===== config.mk =====
export PLATFORM = sky130hd
export DESIGN_NAME = iterative_array_multiplier_flat
export DESIGN_NICKNAME = d
export VERILOG_FILES = /design/src/rtl/iterative_array_multiplier_if.sv /design/src/rtl/iterative_array_multiplier.sv /design/src/flat_wrapper.sv
export SDC_FILE = /design/constraint.sdc
export NUM_CORES = 1
export LEC_CHECK = 0
export BUFFER_PORTS_ARGS = -buffer_cell sky130_fd_sc_hd__clkbuf_2
export CORE_AREA = 10 10 156 187
export CTS_BUF_LIST = sky130_fd_sc_hd__clkbuf_8
export DETAILED_ROUTE_END_ITERATION = 16
export DIE_AREA = 0 0 166 197
export GPL_TIMING_DRIVEN = 0
export PLACE_DENSITY_LB_ADDON = 0.1
export SLEW_MARGIN = 20
export SYNTH_ARGS = -nofsm -noshare
export SYNTH_HDL_FRONTEND = slang
export SYNTH_SLANG_ARGS = --single-unit

===== constraint.sdc =====
create_clock -name Clock_In -period 6.6 [get_ports Clock_In]
set_clock_uncertainty 0.15 [all_clocks]
set_input_delay 0.33 -clock Clock_In [delete_from_list [all_inputs] [get_ports Clock_In]]
set_output_delay 0.33 -clock Clock_In [all_outputs]
set_load 0.05 [all_outputs]

===== src/rtl/iterative_array_multiplier_if.sv =====
// Operand/result handshake bundle for iterative_array_multiplier.
//   slave  : the multiplier side (takes operands, drives result and status)
//   master : the producer/consumer side
// Signals:
//   In_Valid_In / In_Ready_Out         operand handshake
//   Signed_Mode_In                     1 = two's-complement operands
//   Data_A_In / Data_B_In              multiplicand / multiplier, DATA_WIDTH bits
//   Out_Valid_Out / Out_Ready_In       result handshake
//   Multiplied_Result_Out              2*DATA_WIDTH-bit product
//   Busy_Out                           calculation in progress
interface iterative_array_multiplier_if #(
    parameter int unsigned DATA_WIDTH = 16
);
    logic                        In_Valid_In;
    logic                        In_Ready_Out;
    logic                        Signed_Mode_In;
    logic [DATA_WIDTH-1:0]       Data_A_In;
    logic [DATA_WIDTH-1:0]       Data_B_In;
    logic                        Out_Valid_Out;
    logic                        Out_Ready_In;
    logic [2*DATA_WIDTH-1:0]     Multiplied_Result_Out;
    logic                        Busy_Out;

    modport slave (
        input  In_Valid_In,
        input  Signed_Mode_In,
        input  Data_A_In,
        input  Data_B_In,
        input  Out_Ready_In,
        output In_Ready_Out,
        output Out_Valid_Out,
        output Multiplied_Result_Out,
        output Busy_Out
    );

    modport master (
        output In_Valid_In,
        output Signed_Mode_In,
        output Data_A_In,
        output Data_B_In,
        output Out_Ready_In,
        input  In_Ready_Out,
        input  Out_Valid_Out,
        input  Multiplied_Result_Out,
        input  Busy_Out
    );
endinterface


===== src/rtl/iterative_array_multiplier.sv =====
// Multi-cycle shift-and-add multiplier, one operation in flight.
// Operands are converted to magnitudes at accept, multiplied unsigned over
// DATA_WIDTH cycles, then sign-corrected into the registered result.
// Ports:
//   Clock_In    rising-edge clock
//   Reset_n_In  asynchronous active-low reset
//   bus         iterative_array_multiplier_if.slave (operand/result handshakes)
module iterative_array_multiplier #(
    parameter int unsigned DATA_WIDTH = 16
) (
    input  logic                          Clock_In,
    input  logic                          Reset_n_In,
    iterative_array_multiplier_if.slave   bus
);

    localparam int unsigned W     = DATA_WIDTH;
    localparam int unsigned ACC_W = 2 * DATA_WIDTH;
    localparam int unsigned CNT_W = $clog2(DATA_WIDTH);

    typedef enum logic [1:0] {
        S_IDLE = 2'd0,
        S_CALC = 2'd1,
        S_FIX  = 2'd2,
        S_DONE = 2'd3
    } state_t;

    state_t             state_q,      state_d;
    logic [W-1:0]       mcand_q,      mcand_d;
    logic [W-1:0]       mplier_q,     mplier_d;
    logic [ACC_W-1:0]   acc_q,        acc_d;
    logic [CNT_W-1:0]   count_q,      count_d;
    logic               negate_q,     negate_d;
    logic [ACC_W-1:0]   result_q,     result_d;
    logic               out_valid_q,  out_valid_d;
    logic               in_ready_q,   in_ready_d;
    logic               busy_q,       busy_d;

    // Operand magnitudes; in signed mode -2^(W-1) maps to 2^(W-1), still fits W bits unsigned
    logic               a_is_neg;
    logic               b_is_neg;
    logic [W-1:0]       a_mag;
    logic [W-1:0]       b_mag;

    assign a_is_neg = bus.Signed_Mode_In & bus.Data_A_In[W-1];
    assign b_is_neg = bus.Signed_Mode_In & bus.Data_B_In[W-1];
    assign a_mag    = a_is_neg ? W'(~bus.Data_A_In + W'(1)) : bus.Data_A_In;
    assign b_mag    = b_is_neg ? W'(~bus.Data_B_In + W'(1)) : bus.Data_B_In;

    // Next-state, datapath and registered-output next values
    always_comb begin
        state_d     = state_q;
        mcand_d     = mcand_q;
        mplier_d    = mplier_q;
        acc_d       = acc_q;
        count_d     = count_q;
        negate_d    = negate_q;
        result_d    = result_q;
        out_valid_d = out_valid_q;

        case (state_q)
            S_IDLE: begin
                if (bus.In_Valid_In) begin
                    mcand_d  = a_mag;
                    mplier_d = b_mag;
                    negate_d = bus.Signed_Mode_In & (bus.Data_A_In[W-1] ^ bus.Data_B_In[W-1]);
                    acc_d    = '0;
                    count_d  = '0;
                    state_d  = S_CALC;
                end
            end
            S_CALC: begin
                if (mplier_q[0]) begin
                    acc_d = acc_q + (ACC_W'(mcand_q) << count_q);
                end
                mplier_d = mplier_q >> 1;
                count_d  = count_q + CNT_W'(1);
                if (count_q == CNT_W'(W - 1)) begin
                    state_d = S_FIX;
                end
            end
            S_FIX: begin
                result_d    = negate_q ? ACC_W'(~acc_q + ACC_W'(1)) : acc_q;
                out_valid_d = 1'b1;
                state_d     = S_DONE;
            end
            S_DONE: begin
                if (bus.Out_Ready_In) begin
                    out_valid_d = 1'b0;
                    state_d     = S_IDLE;
                end
            end
            default: begin
                state_d = S_IDLE;
            end
        endcase

        // Status flags are registered copies of the upcoming state
        in_ready_d = (state_d == S_IDLE);
        busy_d     = (state_d == S_CALC) || (state_d == S_FIX);
    end

    // State and datapath registers
    always_ff @(posedge Clock_In or negedge Reset_n_In) begin
        if (!Reset_n_In) begin
            state_q     <= S_IDLE;
            mcand_q     <= '0;
            mplier_q    <= '0;
            acc_q       <= '0;
            count_q     <= '0;
            negate_q    <= 1'b0;
            result_q    <= '0;
            out_valid_q <= 1'b0;
            in_ready_q  <= 1'b1;
            busy_q      <= 1'b0;
        end else begin
            state_q     <= state_d;
            mcand_q     <= mcand_d;
            mplier_q    <= mplier_d;
            acc_q       <= acc_d;
            count_q     <= count_d;
            negate_q    <= negate_d;
            result_q    <= result_d;
            out_valid_q <= out_valid_d;
            in_ready_q  <= in_ready_d;
            busy_q      <= busy_d;
        end
    end

    assign bus.In_Ready_Out          = in_ready_q;
    assign bus.Out_Valid_Out         = out_valid_q;
    assign bus.Multiplied_Result_Out = result_q;
    assign bus.Busy_Out              = busy_q;

endmodule

===== src/flat_wrapper.sv =====
// flat-port wrapper written by rule: the top's interface ports become plain ports
module iterative_array_multiplier_flat 
#(
    parameter int unsigned DATA_WIDTH = 16
)
  (Clock_In, Reset_n_In, bus_In_Valid_In, bus_Signed_Mode_In, bus_Data_A_In, bus_Data_B_In, bus_Out_Ready_In, bus_In_Ready_Out, bus_Out_Valid_Out, bus_Multiplied_Result_Out, bus_Busy_Out);
  iterative_array_multiplier_if #(.DATA_WIDTH(DATA_WIDTH)) bus_i ();
  input  logic Clock_In;
  input  logic Reset_n_In;
  input wire logic [$bits(bus_i.In_Valid_In)-1:0] bus_In_Valid_In;
  input wire logic [$bits(bus_i.Signed_Mode_In)-1:0] bus_Signed_Mode_In;
  input wire logic [$bits(bus_i.Data_A_In)-1:0] bus_Data_A_In;
  input wire logic [$bits(bus_i.Data_B_In)-1:0] bus_Data_B_In;
  input wire logic [$bits(bus_i.Out_Ready_In)-1:0] bus_Out_Ready_In;
  output wire logic [$bits(bus_i.In_Ready_Out)-1:0] bus_In_Ready_Out;
  output wire logic [$bits(bus_i.Out_Valid_Out)-1:0] bus_Out_Valid_Out;
  output wire logic [$bits(bus_i.Multiplied_Result_Out)-1:0] bus_Multiplied_Result_Out;
  output wire logic [$bits(bus_i.Busy_Out)-1:0] bus_Busy_Out;
  assign bus_i.In_Valid_In = bus_In_Valid_In;
  assign bus_i.Signed_Mode_In = bus_Signed_Mode_In;
  assign bus_i.Data_A_In = bus_Data_A_In;
  assign bus_i.Data_B_In = bus_Data_B_In;
  assign bus_i.Out_Ready_In = bus_Out_Ready_In;
  assign bus_In_Ready_Out = bus_i.In_Ready_Out;
  assign bus_Out_Valid_Out = bus_i.Out_Valid_Out;
  assign bus_Multiplied_Result_Out = bus_i.Multiplied_Result_Out;
  assign bus_Busy_Out = bus_i.Busy_Out;
  iterative_array_multiplier #(.DATA_WIDTH(DATA_WIDTH)) u_core (.Clock_In(Clock_In), .Reset_n_In(Reset_n_In), .bus(bus_i));
endmodule

* Yosys cells after proc, flatten, opt, wreduce, memory -nomap -nowiden
Index checks and enable logic that the tools add are counted.
Operators by class: shifts and indexed selects 1, eq/ne operators 9, add/subtract/negate cells 5, reductions and logical operators 9, $lt $le $gt $ge 0, divide/modulo/power cells 0, muxes and demuxes 16, bitwise operators 7, $mul 0
Operators with widths (count):
- $mux 32 | 3
- $pmux 32 s2 | 1
- $mux 16 | 3
- $add 16x1->16 const B | 2
- $add 32x1->32 const B | 1
- $add 32x32->32 | 1
- $not 16->16 | 2
- $not 32->32 | 1
- $pmux 16 s2 | 1
- $shl 16x4->32 | 1
- $pmux 2 s4 | 1
- $pmux 4 s2 | 1
- $eq 2x2->1 const B | 3
- $mux 2 | 3
- $reduce_and 2->1 | 3
- $add 4x1->4 const B | 1
- $eq 2x1->1 const B | 2
- $eq 4x4->1 const B | 1
- $logic_not 2->1 | 2
- $mux 4 | 1
- $ne 2x2->1 const B | 2
- $reduce_bool 2->1 | 2
- $and 1x1->1 | 3
- $reduce_and 3->1 | 1
- 5 further kinds | 5
Word-level totals: bits in read-only memories 0, bits of input ports 37, register bits after elaboration 106, latch bits 0, logic and storage cells 57, RAM bits 0, output and inout bits 35, memories kept 0

* Logic depth before layout (Yosys ltp)
Gate-level depths: netlist of run 1.
depth after elaboration 5, mapped depth 18

* Worst setup path before layout of run 1
No wires, ideal clock.
kind reg-to-reg, from register u_core.count_q[1], to register u_core.acc_q[20], arrival 3764 ps, cell stages (with the launch flop) 16, buffers on the path 3, setup slack 2564 ps, required time 6328 ps, path through dfrtp_1 > clkbuf_1 > buf_1 > clkbuf_1 > mux4_2 > mux2i_1 > o22ai_1 > ha_1 > and3_1 > o211a_1 > o21a_1 > or3_1 > nand2_1 > o21ai_0 > or3_1 > a32o_1
On the way: longest elaborated chain between the ends 4
RTL lines:
- from (decl) | RTL line iterative_array_multiplier.sv:31 | logic [CNT_W-1:0] count_q, count_d;
- from (signal assigned) | RTL line iterative_array_multiplier.sv:120 | count_q <= count_d;
- $shl 16x4->32 | RTL line iterative_array_multiplier.sv:73 | acc_d = acc_q + (ACC_W'(mcand_q) << count_q);
- $add 32x32->32 | RTL line iterative_array_multiplier.sv:73
- $mux 32 | RTL line iterative_array_multiplier.sv:72 | if (mplier_q[0]) begin
- $pmux 32 s2 | RTL line iterative_array_multiplier.sv:60 | case (state_q)
- to (signal assigned) | RTL line iterative_array_multiplier.sv:108 | acc_q <= '0;
- to (signal assigned) | RTL line iterative_array_multiplier.sv:119 | acc_q <= acc_d;
- to (decl) | RTL line iterative_array_multiplier.sv:30 | logic [ACC_W-1:0] acc_q, acc_d;
Every way passes these cells. The select of a mux whose other input is x is not followed. A chain may end at the register's enable or synchronous reset.

* Final worst setup path of run 1
from register u_core.count_q[1], to register u_core.acc_q[31]
The elaborated chain is that of the path after synthesis.

==> results of run 1 <==
==> layer usage <==
metal	vias to the layer above	routed length, µm	GRT usage
li1	3412	-	-
met1	3088	10340	0.1701
met2	104	10980	0.2404
met3	20	683	0.02189
met4	0	325	0.03844
met5	-	0	0
==> registers in the layout, indices dropped and copies added (netlist names) <==
name / cells
u_core.acc_q: 32
u_core.bus.Busy_Out: 1
u_core.bus.In_Ready_Out: 1
u_core.bus.Multiplied_Result_Out: 32
u_core.bus.Out_Valid_Out: 1
u_core.count_q: 4
u_core.mcand_q: 16
u_core.mplier_q: 16
u_core.negate_q: 1
u_core.state_q: 2
==> per-stage QoR <==
| step | power [µW] | instances | setup WS [ns] |
|---|---|---|---|
| after floorplan | 3476 | 911 | 2.564 |
| after global placement | 4329 | 1312 | 1.356 |
| after detailed placement | 4334 | 1313 | 1.304 |
| after CTS | 4753 | 1330 | 1.305 |
| after global routing | 5182 | 1330 | 0.8792 |
| final | 4689 | 1330 | 1.340 |
==> worst min-delay path: stages <==
cell and delay [ns]:
sky130_fd_sc_hd__clkbuf_2 0.10, sky130_fd_sc_hd__nand3_1 0.09, sky130_fd_sc_hd__nand2_1 0.05
==> logic make-up (layout without fill, tap and decap cells) <==
logic type      Yosys count  after routing  share of synthesized area
compound gates          280            280                     0.2220
mux                      28             28                    0.04662
buf+inv                  71            160                    0.03521
fa+ha+maj                37             37                    0.06216
xor+xnor                 81             81                    0.09373
flops                   106            106                     0.3506
simple gates            308            308                     0.1896
==> path summary, 6_finish.rpt <==
check	to	slack [ns]	cells after the start
setup / recovery	u_core.acc_q[31]	1.34	17
hold / removal	u_core.mcand_q[15]	0.06	3
setup reg to reg	u_core.acc_q[31]	1.34	17
hold reg to reg	u_core.bus.Multiplied_Result_Out[17]	0.34	2
max in group asynchronous	u_core.acc_q[6]	5.37	3
min in group asynchronous	u_core.mplier_q[5]	0.26	2
==> where the power goes <==
group	switching (µW)	internal (µW)
Clock	252	152
Combinational	2000	1080
Sequential	287	922
Total	2540	2150
==> cell type report <==
cell class,instances,share of cell area
Buffer,48,0.02102
Tap cell,330,0.04818
Multi-Input combinational cell,734,0.5424
Clock inverter,6,0.005694
Timing Repair Buffer,73,0.04687
Inverter,23,0.01007
Clock buffer,10,0.01606
Sequential cell,106,0.3097
==> Yosys cell counts (all sizes together), types with 5 or more instances <==
master,n
and2,11
nand2,140
o41ai,6
buf,5
mux4,5
xor2,48
a21o,12
ha,36
a21oi,60
xnor2,33
nand4,11
o211ai,5
a31oi,8
a22oi,15
dfrtp,105
o21a,9
nor2,60
or3,12
nand2b,11
nor4,5
nand3,14
nor3,18
o21ai,128
mux2i,15
clkbuf,43
inv,23
nor2b,9
o31ai,15
mux2,8
==> flow_summary.yaml, run 1 <==
power_and_ir_drop:
  leakagePower_uw: 0.003769
  pwr_density_cell_mw_per_mm2: 547.1
  vdd_ir_drop_max_mv: 0.1165
synth:
  post_synth_inst_count: 911
  synth_nets: 985
  async_flop_share: 1.000
  syn_area_per_cell_um2: 8.308
  postSynth.topFlopCell: "sky130_fd_sc_hd__dfrtp_1"
  post_synth_main_area_contributors: "sky130_fd_sc_hd__dfrtp_1, sky130_fd_sc_hd__o21ai_0, sky130_fd_sc_hd__nand2_1"
  synth.yosys.seq_area_share: 0.3506
  synth_enable_flop_cells: 0
  ys.warnings.count: 0
  post-synth-top-area-cell: "sky130_fd_sc_hd__dfrtp_1"
  synth_top_area_frac: 0.3472
  synthDistinctLibCells: 56
  postSynthRegisterBits: 106
  synthesis.area_mm2: 0.007569
routing:
  postRouteAntennaNets: 0
  drtPass1Iterations: 5
  drt-wirelength-per-cell_um: 16.79
  per_cell_via_count_in_the_routed_design: 4.980
  drc_markers: 0
  drtIter0Drc: 317
  totalWireLength_um: 22330
  vias: 6624
critical_path:
  worst_path_dominant_cell_family: "compound AO/OA/AOI/OAI gates"
  path_buf_inv: 4
  setup.worst_path.end_class: "flip-flop"
  critical_path_peak_fanout: 10
  worstPathRequired_ns: 6.79
  critical_path.startpoint: "u_core.count_q[1]"
  critical_path.max_stage_delay_ns: 0.78
  critical_path.most_common_cell: "sky130_fd_sc_hd__o21ai_0"
  arrival_ns: 5.45
  r2r_start: "u_core.count_q[1]"
  cp_cell_sequence: "clkbuf_1 > buf_1 > clkbuf_1 > inv_1 > a31oi_1 > nand2_1 > o21ai_0 > nor2_1 > ha_1 > a21oi_1 > o21ai_0 > nor3_1 > a2111oi_0 > o21ai_0 > and2_1 > o41ai_2 > mux2i_1"
  cpMaxStageDelayCell: "sky130_fd_sc_hd__a2111oi_0"
  timing_worst_setup_path_type: "reg -> reg"
  critical_path.startpoint_type: "flip-flop"
cts:
  post_cts_buffers: 0
  number_of_clock_sinks: 106
  clockRootBuffer: "sky130_fd_sc_hd__clkbuf_8"
  clock_latency_ns: 0.40
  clk_pin_slew_worst_paths_ns: 0.12
  cts-resized-gates: 0
  clock_tree.buffer_depth: 2
  cts_hold_bufs: 1
  htree_num_levels: 3
  numCtsBuffers: 9
  tritoncts_clock_tree: "built"
floorplan:
  placement_rows: 64
  floorplan.die.width_um: 166
  initial_core_util: 0.2982
  io-pin-count: 72
  die_area_mm2: 0.03270
  core-area_mm2: 0.02538
  die_h_um: 197
final_layout:
  final_core_utilization: 0.3376
  area.growth.synth_to_final_pct: 13.23
  fill_cells: 2705
  layout-drive-gt1-share: 0.1140
  area.sequential_mm2: 0.002654
  commonest_cells_after_routing_fill_and_taps_aside: "sky130_fd_sc_hd__nand2_1, sky130_fd_sc_hd__o21ai_0, sky130_fd_sc_hd__dfrtp_1, sky130_fd_sc_hd__clkbuf_2"
  finish.net_count: 1069
  stdcell_area_mm2: 0.008569
  layout_commonest_cell: "sky130_fd_sc_hd__nand2_1"
  multi_input_area_mm2: 0.004648
  antenna_cells_inserted: 0
sta:
  final.setup.tns_ns: 0
  slew_viol_final: 0
  timing_hold_violations_final: 0
  timing.final.setup_violations: 0
  max_clock_freq_ghz: 0.1901
  timing_worst_slew_pin_value_ns: 0.8384
  post-route-period-util: 0.7969
  worst_hold_slack_ns: 0.06030
  period_minus_slack_ns: 5.260
  grt_setup_unrepaired: "no"
  maxSlewHeadroom: 0.4266
placed_design:
  dp_hpwl_um: 18100
  buffers_on_ports: 71
  detailed_place.area_mm2: 0.008373
  place.gp.congestion: 0.8547
grt:
  maximum_number_of_pins_on_one_net_before_global_route_repair: 63
  grt_pass1_wl_um: 37120
  first_global_vias: 6967
  grt_antenna_before_repair: 0
  grt.overflow.total: 0
  track_usage: 0.1371
run_status:
  outcome: "completed"
worst_hold_path:
  timing.hold.worst.start: "bus_Data_A_In[15]"
  worst_hold_path_type: "in -> reg"
flow_run:
  max_cap_violations: 0
Power figures use the tool's default switching activity.
==> inputs of run 2 (changes only) <==
clock period = 4.8 ns   (was 6.6 ns; I/O delays follow)
==> run 2 against run 1 <==
Net effect:
- global-route usage rose by 0.050 points
- flip-flop and latch count stayed put
- clock power grew 38%
- non-clock buffer count rose by 14
- routed wire length up 0.60%
- first-iteration DRC count rose by 6.3%
- cell area grew 1.9%
- register-to-register slack worse by 1.0 ns
==> flow_summary.yaml, run 2 (synthesis gave the netlist of run 1 again) <==
run_status:
  outcome: "completed"
cts:
  clk_pin_slew_worst_paths_ns: 0.12
  htree_num_levels: 3
  post_cts_buffers: 0
  clock_latency_ns: 0.40
  number_of_clock_sinks: 106
  numCtsBuffers: 9
  clockRootBuffer: "sky130_fd_sc_hd__clkbuf_8"
  clock_tree.buffer_depth: 2
  tritoncts_clock_tree: "built"
final_layout:
  commonest_cells_after_routing_fill_and_taps_aside: "sky130_fd_sc_hd__nand2_1, sky130_fd_sc_hd__o21ai_0, sky130_fd_sc_hd__dfrtp_1, sky130_fd_sc_hd__clkbuf_2"
  layout_commonest_cell: "sky130_fd_sc_hd__nand2_1"
  finish.net_count: 1083
  area.growth.synth_to_final_pct: 15.41
  layout-drive-gt1-share: 0.1183
  stdcell_area_mm2: 0.008735
  antenna_cells_inserted: 0
critical_path:
  critical_path_peak_fanout: 10
  crit-reg2reg-capture: "u_core.acc_q[27]"
  setup.worst_path.end_class: "flip-flop"
  cp-endpoint: "u_core.acc_q[27]"
  arrival_ns: 4.65
  worstPathRequired_ns: 4.94
  r2r_start: "u_core.count_q[1]"
  critical_path.startpoint: "u_core.count_q[1]"
  critical_path.startpoint_type: "flip-flop"
  worst_r2r_path_depth: 16
  worst_reg2reg_setup_slack_ns: 0.29
  timing_worst_setup_path_type: "reg -> reg"
grt:
  busiest_layer: "met2"
  grtUsageMet2: 0.2424
  maximum_number_of_pins_on_one_net_before_global_route_repair: 63
  track_usage: 0.1376
  global_route.usage.met1: 0.1694
  grt_antenna_before_repair: 0
  grt.met3_usage: 0.02269
  grt.overflow.total: 0
  first_global_vias: 7025
  grt_pass1_wl_um: 37280
placed_design:
  place.gp.congestion: 0.8547
  buffers_on_ports: 71
  detailed_place.area_mm2: 0.008373
  dp_hpwl_um: 18100
  place_ws_ns: -0.4958
floorplan:
  placement_rows: 64
  io-pin-count: 72
  core-area_mm2: 0.02538
  die_area_mm2: 0.03270
  die_h_um: 197
  initial_core_util: 0.2982
  floorplan.die.width_um: 166
sta:
  finalWorstSetupSlack_ns: 0.2917
  max_clock_freq_ghz: 0.2218
  slew_viol_final: 0
  maxSlewHeadroom: 0.5611
  timing_worst_slew_pin_value_ns: 0.6584
  timing.final.setup_violations: 0
  grt_setup_unrepaired: "no"
  worst_hold_slack_ns: 0.02669
  timing_hold_violations_final: 0
  post-route-period-util: 0.9392
  period_minus_slack_ns: 4.508
power_and_ir_drop:
  vdd_ir_drop_max_mv: 0.1598
  pwr_density_cell_mw_per_mm2: 741.6
  leakagePower_uw: 0.003849
routing:
  drtIter0Drc: 337
  per_cell_via_count_in_the_routed_design: 4.962
  drc_markers: 0
  drtPass1Iterations: 5
  vias: 6669
  totalWireLength_um: 22470
  drt-wirelength-per-cell_um: 16.72
  postRouteAntennaNets: 0
worst_hold_path:
  worst_hold_path_type: "in -> reg"
flow_run:
  max_cap_violations: 0
run 2: changes by cell type in the layout (fill, tap and decap cells not counted), sizes merged:
cell         before  now
dlygate4sd3       1   17
clkbuf          124  122
run 2: area by class of cell:
type                            count  area, µm²
Sequential cell                   106       2654
Inverter                           23      86.33
Buffer                             46      178.9
Clock inverter                      6      48.80
Timing Repair Buffer               89      561.8
Clock buffer                       10      137.6
Fill cell                        2698      16650
Tap cell                          330      412.9
Multi-Input combinational cell    734       4654
run 2: how the worst min path moves through the flow:
stage                                                endpoint  slack, ns  cells past startpoint                                 from
after detailed placement                   u_core.mplier_q[8]       0.07                      1                           Reset_n_In
after CTS                                   u_core.mcand_q[3]      0.009                      3                     bus_Data_A_In[3]
after global routing                      u_core.mplier_q[12]       0.04                      3                    bus_Data_B_In[12]
after global placement    u_core.bus.Multiplied_Result_Out[6]       0.31                      2  u_core.bus.Multiplied_Result_Out[6]
final                                      u_core.mplier_q[7]       0.03                      3                     bus_Data_B_In[7]
after floorplan                               u_core.acc_q[0]      -0.21                      0                           Reset_n_In
run 2: repair_timing:
item / 4_1_cts / 5_1_grt
resized for setup: 5 / 6
cloned: 0 / 0
endpoints found under the hold margin: 61 / 0
hold buffers: 17 / 0
setup endpoints to repair: 9 / 12
run 2: metrics by stage:
step / setup TNS, ns / utilization / std cells / total power, µW
CTS: 0 / 0.3442 / 1346 / 6557
finish: 0 / 0.3441 / 1344 / 6478
global placement: -1.737 / 0.3284 / 1312 / 5953
floorplan: 0 / - / 911 / 4779
detailed placement: -1.985 / 0.3299 / 1313 / 5959
global route: 0 / 0.3441 / 1344 / 7148
run 2: critical path: stages (launching register included):
cell                       delay [ns]
sky130_fd_sc_hd__dfrtp_1         0.55
sky130_fd_sc_hd__buf_2           0.31
sky130_fd_sc_hd__mux2_2          0.38
sky130_fd_sc_hd__a21oi_1         0.37
sky130_fd_sc_hd__mux2i_1         0.20
sky130_fd_sc_hd__nor2_1          0.17
sky130_fd_sc_hd__a21oi_1         0.08
sky130_fd_sc_hd__ha_1            0.29
sky130_fd_sc_hd__clkbuf_1        0.21
sky130_fd_sc_hd__a21o_1          0.24
sky130_fd_sc_hd__a21o_1          0.18
sky130_fd_sc_hd__a21oi_1         0.13
sky130_fd_sc_hd__o21ai_0         0.12
sky130_fd_sc_hd__o21ai_0         0.33
sky130_fd_sc_hd__a21oi_1         0.15
sky130_fd_sc_hd__or3_1           0.32
sky130_fd_sc_hd__a32o_1          0.24
run 2: per-layer routing:
layer / up-vias / part of all wire
met4: 0 / 0.015
met2: 90 / 0.49
met3: 23 / 0.029
met5: - / 0
met1: 3117 / 0.47
li1: 3439 / -
run 2: power by group:
group	switching, µW	internal (µW)	total [µW]	leakage (µW)
logic	2750	1500	4250	0.00239
clock network	350	209	559	0.0000908
registers	406	1270	1670	0.00137
total	3510	2970	6480	0.00385
==> inputs of run 3 (changes only) <==
PLACE_DENSITY_LB_ADDON = 0.2   (was 0.1)
==> run 3 against run 2 <==
Net effect:
- total power fell by 0.28%
- critical path depth down 1
- first-iteration DRC count decreased by 20%
- final cell count is essentially flat
- non-clock buffer count unchanged
- die area stayed put
- flip-flop and latch count unchanged
- via count down 0.69%
- global-route usage shrank 0.59 points
- largest cell class unchanged
- largest power group unchanged
==> flow_summary.yaml, run 3 (synthesis gave the netlist of run 1 again) <==
run_status:
  outcome: "completed"
cts:
  clk_pin_slew_worst_paths_ns: 0.10
  tritoncts_clock_tree: "built"
  number_of_clock_sinks: 106
  htree_num_levels: 3
  clock_latency_ns: 0.41
  clock_tree.buffer_depth: 2
  numCtsBuffers: 9
  clockRootBuffer: "sky130_fd_sc_hd__clkbuf_8"
  post_cts_buffers: 0
critical_path:
  timing_worst_setup_path_type: "reg -> reg"
  critical_path.startpoint: "u_core.count_q[1]"
  r2r_start: "u_core.count_q[1]"
  worstPathRequired_ns: 4.93
  critical_path.startpoint_type: "flip-flop"
  arrival_ns: 4.65
  critical_path_peak_fanout: 10
  setup.worst_path.end_class: "flip-flop"
grt:
  track_usage: 0.1317
  grt_pass1_wl_um: 35770
  maximum_number_of_pins_on_one_net_before_global_route_repair: 66
  first_global_vias: 6788
  grt.overflow.total: 0
  grt_antenna_before_repair: 0
power_and_ir_drop:
  vdd_ir_drop_max_mv: 0.2177
  pwr_density_cell_mw_per_mm2: 739.0
  leakagePower_uw: 0.003858
final_layout:
  fill_cells: 2745
  layout-drive-gt1-share: 0.1165
  multi_input_area_mm2: 0.004654
  area.growth.synth_to_final_pct: 15.49
  area.sequential_mm2: 0.002654
  stdcell_count: 1343
  final_core_utilization: 0.3443
  commonest_cells_after_routing_fill_and_taps_aside: "sky130_fd_sc_hd__nand2_1, sky130_fd_sc_hd__o21ai_0, sky130_fd_sc_hd__dfrtp_1, sky130_fd_sc_hd__clkbuf_2"
  layout_commonest_cell: "sky130_fd_sc_hd__nand2_1"
  antenna_cells_inserted: 0
  finish.net_count: 1083
routing:
  drtIter0Drc: 269
  drt-wirelength-per-cell_um: 15.93
  totalWireLength_um: 21390
  vias: 6623
  drc_markers: 0
  postRouteAntennaNets: 0
  drtPass1Iterations: 5
  per_cell_via_count_in_the_routed_design: 4.931
floorplan:
  die_area_mm2: 0.03270
  initial_core_util: 0.2982
  placement_rows: 64
  core-area_mm2: 0.02538
  floorplan.die.width_um: 166
  die_h_um: 197
  io-pin-count: 72
sta:
  slew_viol_final: 0
  period_minus_slack_ns: 4.522
  post-route-period-util: 0.9421
  maxSlewHeadroom: 0.3976
  grt_setup_unrepaired: "no"
  timing.final.setup_violations: 0
  timing_worst_slew_pin_value_ns: 0.8942
  max_clock_freq_ghz: 0.2211
  timing_hold_violations_final: 0
  final.setup.tns_ns: 0
placed_design:
  buffers_on_ports: 71
  dp_hpwl_um: 17210
  placed_cells: 1313
  place.gp.congestion: 0.8686
worst_hold_path:
  worst_hold_path_type: "in -> reg"
  timing.hold.worst.start: "bus_Data_B_In[5]"
flow_run:
  max_cap_violations: 0
[run 3: worst max-delay path, stage by stage, from the launching register on]
cell                       delay [ns]
sky130_fd_sc_hd__dfrtp_1         0.55
sky130_fd_sc_hd__buf_2           0.31
sky130_fd_sc_hd__mux2i_1         0.28
sky130_fd_sc_hd__a21oi_1         0.11
sky130_fd_sc_hd__nor2b_1         0.14
sky130_fd_sc_hd__a31oi_1         0.22
sky130_fd_sc_hd__nor2_1          0.11
sky130_fd_sc_hd__ha_1            0.36
sky130_fd_sc_hd__a21oi_1         0.28
sky130_fd_sc_hd__nand2_1         0.12
sky130_fd_sc_hd__o211ai_1        0.38
sky130_fd_sc_hd__a21oi_1         0.12
sky130_fd_sc_hd__o21ai_0         0.73
sky130_fd_sc_hd__o21ai_0         0.25
sky130_fd_sc_hd__xnor2_1         0.20
sky130_fd_sc_hd__o21ai_0         0.09
[run 3: layout make-up]
type	instances	area share
plain buffers	46	0.02047
clock buffers	10	0.01575
clock inverters	5	0.006298
inverters	23	0.009877
multi-input cells	734	0.5325
flip-flops and latches	106	0.3036
well taps	330	0.04724
repair buffers	89	0.06427
[run 3: layer usage]
layer | routed length (µm) | track usage | vias to the layer above
li1 | - | - | 3441
met1 | 9860 | 0.1646 | 3054
met2 | 10400 | 0.2251 | 108
met3 | 780 | 0.02309 | 20
met4 | 348 | 0.04304 | 0
met5 | 0 | 0 | -
[run 3: final timing paths]
check | endpoint | slack (ns) | cells past startpoint
max in group asynchronous | u_core.bus.In_Ready_Out | 3.68 | 3
setup reg to reg | u_core.acc_q[21] | 0.28 | 15
hold / removal | u_core.mplier_q[5] | 0.02 | 3
setup / recovery | u_core.acc_q[21] | 0.28 | 15
hold reg to reg | u_core.bus.Multiplied_Result_Out[29] | 0.33 | 2
min in group asynchronous | u_core.mplier_q[7] | 0.16 | 2
[run 3: stage by stage]
| stage | setup WS [ns] | area, µm² | power (µW) | hold WS, ns |
|---|---|---|---|---|
| after floorplan | 0.7640 | 7569 | 4779 | -0.2056 |
| after global placement | -0.3261 | 8337 | 5886 | 0.3145 |
| after detailed placement | -0.3326 | 8373 | 5900 | 0.04877 |
| after CTS | 0.02501 | 8741 | 6522 | 0.005322 |
| after global routing | 0.1057 | 8741 | 7107 | 0.03960 |
| final | 0.2779 | 8741 | 6460 | 0.02004 |
[run 3: timing repair]
action                                  in CTS  in global routing
hold buffers                                17                  0
endpoints found under the setup margin       8                  9
resized for setup                            4                  5
hold endpoints to repair                    67                  0
[run 3: where the power goes]
group	internal (µW)	switching [µW]
Sequential	1270	393
Clock	252	335
Combinational	1490	2720
Total	3010	3450
